[src/rtl/coe_load_pkg.sv]
// -----------------------------------------------------------------------------
// coe_load_pkg
// Shared definitions for the coefficient load sequencer: default chain
// lengths and widths, the word-kind encoding used on in_kind, the sequencer
// FSM state type and the phase type of the strobe pulse generator.
// -----------------------------------------------------------------------------
package coe_load_pkg;

    localparam int N_INTERP_DEF = 12;
    localparam int N_PATH_DEF   = 3;
    localparam int IW_DEF       = 10;
    localparam int CW_DEF       = 16;

    localparam logic KIND_INTERP = 1'b0;
    localparam logic KIND_PATH   = 1'b1;

    typedef enum logic [2:0] {
        IDLE,
        W_SETUP,
        W_STROBE,
        C_SETUP,
        C_STROBE
    } state_e;

    typedef enum logic [1:0] {
        PG_IDLE,
        PG_SETUP,
        PG_HIGH
    } pulse_phase_e;

endpackage

[src/rtl/coe_strobe_gen.sv]
// -----------------------------------------------------------------------------
// coe_strobe_gen
// Registered setup / high / low pulse generator. A start request latches a
// mask of strobe lines; the following cycle is a low setup cycle, the cycle
// after that drives the masked lines high for exactly one cycle, then they
// return low. The strobes come straight from flops so they can be used as
// clocks downstream.
//
// Ports:
//   CLK       system clock
//   Reset     synchronous active-high reset, drops any strobe immediately
//   start_i   begin a pulse sequence (only honoured while idle)
//   mask_i    which strobe lines to pulse
//   strobe_o  registered strobe lines
// -----------------------------------------------------------------------------
module coe_strobe_gen
    import coe_load_pkg::*;
#(
    parameter int WIDTH = 1
) (
    input  logic             CLK,
    input  logic             Reset,
    input  logic             start_i,
    input  logic [WIDTH-1:0] mask_i,
    output logic [WIDTH-1:0] strobe_o
);

    pulse_phase_e     phase_q;
    logic [WIDTH-1:0] mask_q;
    logic [WIDTH-1:0] strobe_q;

    // Phase sequencer; the mask is captured at start so the caller may change
    // its inputs while the pulse is in flight.
    always_ff @(posedge CLK) begin
        if (Reset) begin
            phase_q  <= PG_IDLE;
            mask_q   <= '0;
            strobe_q <= '0;
        end else begin
            case (phase_q)
                PG_IDLE: begin
                    if (start_i) begin
                        mask_q  <= mask_i;
                        phase_q <= PG_SETUP;
                    end
                end
                PG_SETUP: begin
                    strobe_q <= mask_q;
                    phase_q  <= PG_HIGH;
                end
                PG_HIGH: begin
                    strobe_q <= '0;
                    phase_q  <= PG_IDLE;
                end
                default: begin
                    strobe_q <= '0;
                    phase_q  <= PG_IDLE;
                end
            endcase
        end
    end

    assign strobe_o = strobe_q;

endmodule

[src/rtl/coe_load_sequencer.sv]
// -----------------------------------------------------------------------------
// coe_load_sequencer
// Write-side controller for the interpolation-tap chain (sel1 / interp_coe)
// and the path-gain chain (sel2 / coe). Host words arrive over a valid/ready
// handshake and are shifted into the selected chain with a one-cycle setup
// and a one-cycle strobe. A commit request pulses sel3 and sel4 together to
// transfer the chains into their buffers and clears the counters.
//
// Ports:
//   CLK, Reset            clock, synchronous active-high reset
//   in_valid / in_ready   host word handshake
//   in_kind, in_data      word kind (0 tap, 1 gain) and payload
//   commit_valid/_ready   commit handshake (ready mirrors in_ready)
//   interp_coe, coe       chain data, held until the next accepted word
//   sel1..sel4            registered shift / commit strobes
//   interp_cnt, path_cnt  words shifted since the last commit
//   err_overflow          sticky: word arrived for a full chain
//   commit_done           one-cycle pulse after the commit strobe
// -----------------------------------------------------------------------------
module coe_load_sequencer
    import coe_load_pkg::*;
#(
    parameter int N_INTERP = N_INTERP_DEF,
    parameter int N_PATH   = N_PATH_DEF,
    parameter int IW       = IW_DEF,
    parameter int CW       = CW_DEF
) (
    input  logic          CLK,
    input  logic          Reset,
    input  logic          in_valid,
    output logic          in_ready,
    input  logic          in_kind,
    input  logic [CW-1:0] in_data,
    input  logic          commit_valid,
    output logic          commit_ready,
    output logic [IW-1:0] interp_coe,
    output logic [CW-1:0] coe,
    output logic          sel1,
    output logic          sel2,
    output logic          sel3,
    output logic          sel4,
    output logic [3:0]    interp_cnt,
    output logic [1:0]    path_cnt,
    output logic          err_overflow,
    output logic          commit_done
);

    localparam logic [3:0] INTERP_FULL = 4'(N_INTERP);
    localparam logic [1:0] PATH_FULL   = 2'(N_PATH);

    state_e        state_q;
    logic          ready_q;
    logic          kind_q;
    logic [IW-1:0] interp_coe_q;
    logic [CW-1:0] coe_q;
    logic [3:0]    interp_cnt_q;
    logic [1:0]    path_cnt_q;
    logic          err_q;
    logic          commit_done_q;

    logic          idle;
    logic          has_room;
    logic          word_go;
    logic          commit_go;
    logic [1:0]    word_mask;
    logic [1:0]    word_strobe;
    logic [1:0]    commit_strobe;

    // Handshake decode. A word always wins over a simultaneous commit, and a
    // word for a full chain is accepted but never starts a strobe.
    always_comb begin
        idle      = (state_q == IDLE);
        has_room  = (in_kind == KIND_INTERP) ? (interp_cnt_q < INTERP_FULL)
                                             : (path_cnt_q < PATH_FULL);
        word_go   = idle && in_valid && has_room;
        commit_go = idle && !in_valid && commit_valid;
        word_mask = (in_kind == KIND_INTERP) ? 2'b10 : 2'b01;
    end

    // Sequencer FSM with counters, chain data and the sticky error flag.
    // ready_q is set on the edge that enters IDLE so in_ready is a flop.
    always_ff @(posedge CLK) begin
        if (Reset) begin
            state_q       <= IDLE;
            ready_q       <= 1'b1;
            kind_q        <= KIND_INTERP;
            interp_coe_q  <= '0;
            coe_q         <= '0;
            interp_cnt_q  <= '0;
            path_cnt_q    <= '0;
            err_q         <= 1'b0;
            commit_done_q <= 1'b0;
        end else begin
            commit_done_q <= 1'b0;
            case (state_q)
                IDLE: begin
                    if (in_valid) begin
                        if (has_room) begin
                            kind_q  <= in_kind;
                            state_q <= W_SETUP;
                            ready_q <= 1'b0;
                            if (in_kind == KIND_INTERP) begin
                                interp_coe_q <= in_data[IW-1:0];
                            end else begin
                                coe_q <= in_data;
                            end
                        end else begin
                            err_q <= 1'b1;
                        end
                    end else if (commit_valid) begin
                        state_q <= C_SETUP;
                        ready_q <= 1'b0;
                    end
                end
                W_SETUP: begin
                    state_q <= W_STROBE;
                    if (kind_q == KIND_INTERP) begin
                        interp_cnt_q <= interp_cnt_q + 4'd1;
                    end else begin
                        path_cnt_q <= path_cnt_q + 2'd1;
                    end
                end
                W_STROBE: begin
                    state_q <= IDLE;
                    ready_q <= 1'b1;
                end
                C_SETUP: begin
                    state_q <= C_STROBE;
                end
                C_STROBE: begin
                    state_q       <= IDLE;
                    ready_q       <= 1'b1;
                    interp_cnt_q  <= '0;
                    path_cnt_q    <= '0;
                    err_q         <= 1'b0;
                    commit_done_q <= 1'b1;
                end
                default: begin
                    state_q <= IDLE;
                    ready_q <= 1'b1;
                end
            endcase
        end
    end

    coe_strobe_gen #(.WIDTH(2)) u_word_strobe (
        .CLK      (CLK),
        .Reset    (Reset),
        .start_i  (word_go),
        .mask_i   (word_mask),
        .strobe_o (word_strobe)
    );

    coe_strobe_gen #(.WIDTH(2)) u_commit_strobe (
        .CLK      (CLK),
        .Reset    (Reset),
        .start_i  (commit_go),
        .mask_i   (2'b11),
        .strobe_o (commit_strobe)
    );

    assign in_ready     = ready_q;
    assign commit_ready = ready_q;
    assign interp_coe   = interp_coe_q;
    assign coe          = coe_q;
    assign sel1         = word_strobe[1];
    assign sel2         = word_strobe[0];
    assign sel3         = commit_strobe[1];
    assign sel4         = commit_strobe[0];
    assign interp_cnt   = interp_cnt_q;
    assign path_cnt     = path_cnt_q;
    assign err_overflow = err_q;
    assign commit_done  = commit_done_q;

endmodule

[config.mk]
export PLATFORM = sky130hd
export DESIGN_NAME = coe_load_sequencer
export DESIGN_NICKNAME = d
export VERILOG_FILES = /design/src/rtl/coe_load_pkg.sv /design/src/rtl/coe_strobe_gen.sv /design/src/rtl/coe_load_sequencer.sv
export SDC_FILE = /design/constraint.sdc
export NUM_CORES = 1
export LEC_CHECK = 0
export BUFFER_PORTS_ARGS = -buffer_cell sky130_fd_sc_hd__buf_2
export CAP_MARGIN = 20
export CORE_ASPECT_RATIO = 0.9
export CORE_UTILIZATION = 40
export DETAILED_ROUTE_END_ITERATION = 6
export PLACE_DENSITY = 0.67
export SYNTH_ARGS = -nofsm -noshare
export SYNTH_HDL_FRONTEND = slang
export SYNTH_SLANG_ARGS = --single-unit
[constraint.sdc]
create_clock -name CLK -period 1.7 [get_ports CLK]
set_clock_uncertainty 0.1 [all_clocks]
set_input_delay 0.085 -clock CLK [delete_from_list [all_inputs] [get_ports CLK]]
set_output_delay 0.085 -clock CLK [all_outputs]
set_load 0.01 [all_outputs]
==> run_results.csv <==
group,metric,value,unit
run_status,outcome,"finished, violations left",
synth,synth_cell_types,37,
synth,synth_top_family_by_area,"simple AND/OR/NAND/NOR gates",
timing,setup_viol_count_final,1,
clock_tree,postCtsSetupBuffers,0,
power,p_per_area,919,nW/µm²
synth,synthXorXnorAreaFrac,0.856,%
clock_tree,cts_tree,"built",
timing,fmax,571,MHz
grt,busiest_layer,"met2",
grt,grt_use_met3,4.31,%
grt,use_met2,27.3,%
critical_path,critPathRequiredTime,1.79,ns
synth,synth_top_area_cell,"dfxtp_1",
critical_path,rrSetupSlack,-0.05,ns
synth,synth_warnings,0,
critical_path,r2r_end,"u_word_strobe.mask_q[1]",
critical_path,crit_type,"register to register",
floorplan,die-area,5410,µm²
grt,grt_pass1_wl,7890,µm
critical_path,rr_worst_depth,3,
power,power_frac_clock,32.6,%
synth,ys_ff_latch,49,
timing,fin_crit_sh,103,%
detailed_routing,drt_iter0_drc,133,
grt,use_met1,25.2,%
synth,synth_fa_ha_area_share,1.22,%
clock_tree,clkSinkCount,49,
detailed_routing,viasPerCell,5.02,
timing,hold_violations,0,
grt,grt_use_total,18.6,%
cells_and_area,diodes,0,
critical_path,r2r-start,"state_q[0]",
cells_and_area,area_growth,34.9,%
synth,synthFlopType,"dfxtp_1",
synth,synth_async_sr_flop_share,0,%
cells_and_area,seq_area,983,µm²
power,comb_power_share,18.1,%
synth,yosysTopAreaCellShare,47.9,%
clock_tree,clock-root-buffer,"clkbuf_8",
clock_tree,clock_path_buffers,2,
hold_path,hp-class,"primary input to register",
timing,finalSetupTns,-0.0499,ns
power,power_switching,0.664,mW
cells_and_area,fill_cells,432,
floorplan,core-area,4890,µm²
synth,syn_area_per_cell,9.26,µm²
critical_path,endpoint_kind,"register",
placed_design,port-buffer-count,60,
detailed_routing,via_count,1839,
power,intPower,1.87,mW
critical_path,cp.arrival,1.84,ns
floorplan,fp.dieW,77.4,µm
synth,synth-simple-area-share,24.3,%
timing,setup_slack,-0.0499,ns
synth,yosysMostFrequentCell,"dfxtp_1",
placed_design,dp.final_hpwl,3140,µm
timing,rsz0062_at_grt,"true",
floorplan,pin_count,61,
critical_path,startpoint,"state_q[0]",
synth,synthMuxAreaShare,7.89,%
floorplan,rows,24,
clock_tree,cts_made_buffers,5,
timing,timing.final.max_slew_violations,0,
power,p_seq_share,49.4,%
synth,synth_common_cells,"dfxtp_1, nand2b_1, a21oi_1",
hold_path,hp-start,"in_kind",
placed_design,dp_worst_setup_slack,-0.0442,ns
detailed_routing,first_pass_iters,4,
clock_tree,clk_pin_slew,0.09,ns
run_status,violations,"setup timing",
detailed_routing,routed_wl,4860,µm
power,swShare,26.2,%
synth,synth-edff-count,0,
clock_tree,cts_htree_levels,2,
cells_and_area,fin_nets,323,
detailed_routing,postRouteAntennaNets,0,
critical_path,critPathMaxFanout,5,
synth,synth_cells,221,
detailed_routing,wl_per_cell,13.3,µm
timing,min_period,1.75,ns
floorplan,fp.dieH,69.9,µm
grt,grt_pass1_vias,1670,
synth,ys_seq_area_share,47.9,%
clock_tree,clkLatencyLatePin,0.30,ns
detailed_routing,drc,0,
cells_and_area,multi_input_comb_area,982,µm²
grt,gr-total-overflow,0,
timing,relSlewSlack,59.2,%
grt,grt_max_degree,43,
hold_path,min_path_cells,3,
timing,worst_pin_slew,0.612,ns
synth,synthTopCellsByArea,"dfxtp_1, mux2i_1, nand2b_1",
placed_design,finalWeightedCongestion,0.806,
hold_path,hold_end,"u_word_strobe.mask_q[0]",
power,ir_drop,375,µV
cells_and_area,drive_gt1_share,30.2,%
synth,synth_compound_area_share,12.8,%
critical_path,worst_setup_path_start_kind,"register",
synth,syn_area,2050,µm²
synth,syn_nets,244,
grt,antenna_found_initial,0,
floorplan,start_util,41.8,%
flow_run,drv_cap,0,
power,power_leakage,1.18,nW
==> how the worst max path moves through the flow <==
| stage | depth (start not counted) | endpoint |
|---|---|---|
| 2_1_floorplan | 4 | u_word_strobe.mask_q[1] |
| 3_5_place_dp | 3 | u_word_strobe.mask_q[1] |
| 6_report | 3 | u_word_strobe.mask_q[1] |
| 3_3_place_gp | 3 | u_word_strobe.mask_q[1] |
| 4_1_cts | 3 | u_word_strobe.mask_q[1] |
| 5_1_grt | 3 | u_word_strobe.mask_q[1] |
==> metrics by stage <==
step / instances / power, mW / cell area, µm² / hold slack (ns) / utilization [%]
5_1_grt: 366 / 2.66 / 2760 / 0.0461 / 56.4
3_5_place_dp: 341 / 1.70 / 2460 / 0.249 / 50.3
3_3_place_gp: 341 / 1.70 / 2460 / 0.242 / 50.3
4_1_cts: 366 / 2.56 / 2750 / 0.00849 / 56.1
6_report: 366 / 2.54 / 2760 / 0.0135 / 56.4
2_1_floorplan: 221 / 1.54 / 2050 / 0.133 / -
==> routing by layer <==
layer / routed length, µm / part of all wire (%)
met3: 224 / 4.6
met4: 118 / 2.4
met1: 2380 / 49
met2: 2140 / 44
met5: 0 / 0
==> area by class of cell <==
| class | count | share of cell area (%) |
|---|---|---|
| clock inverter | 2 | 1.40 |
| sequential | 49 | 35.6 |
| inverter | 5 | 0.680 |
| clock buffer | 6 | 2.63 |
| tap | 65 | 2.95 |
| timing repair buffer | 90 | 21.2 |
| multi-input combinational | 149 | 35.6 |
==> kinds of logic after synthesis <==
family,after synthesis
xor+xnor,2
buf+inv,23
flops,49
mux,16
fa+ha+maj,2
simple gates,81
compound gates,48
==> critical path: stages (launching register included) <==
cell	delay, ns
dfxtp_1	0.32
or4b_4	0.58
nor4b_4	0.30
mux2_1	0.34
==> placed cells by master (no fill, tap or decap), drive strengths merged, types with 3 or more instances in the layout <==
| master | instances |
|---|---|
| buf | 73 |
| dfxtp | 49 |
| nand2b | 22 |
| a21oi | 21 |
| o21ai | 20 |
| nand3 | 17 |
| dlygate4sd3 | 17 |
| mux2i | 15 |
| nor2 | 10 |
| nor3 | 8 |
| clkbuf | 6 |
| inv | 5 |
| nand2 | 3 |
| nor4 | 3 |
| or3 | 3 |
==> power by group through the flow <==
stage | sequential, mW | combinational, mW | clock (mW)
after global placement | 1.28 | 0.420 | 0
after detailed placement | 1.28 | 0.420 | 0
after floorplan | 1.30 | 0.238 | 0
final | 1.25 | 0.458 | 0.826
after CTS | 1.25 | 0.456 | 0.850
after global routing | 1.26 | 0.503 | 0.899
==> state kept, by name, summed over array words and instances, names as in the netlist <==
signal                    count
u_word_strobe.mask_q          2
interp_coe                   10
state_q                       3
kind_q                        1
path_cnt                      2
u_commit_strobe.phase_q       2
u_commit_strobe.mask_q        1
u_word_strobe.strobe_o        2
commit_done                   1
commit_ready                  1
u_commit_strobe.strobe_o      1
u_word_strobe.phase_q         2
interp_cnt                    4
coe                          16
err_overflow                  1
==> what timing repair did <==
| action | 4_1_cts | 5_1_grt |
|---|---|---|
| hold endpoints to repair | 26 | 0 |
| pin swaps | 0 | 2 |
| setup endpoints to repair | 2 | 14 |
| hold buffers | 17 | 0 |
| gates resized for setup | 1 | 6 |
Note: power is estimated with default switching activity, not from simulation.
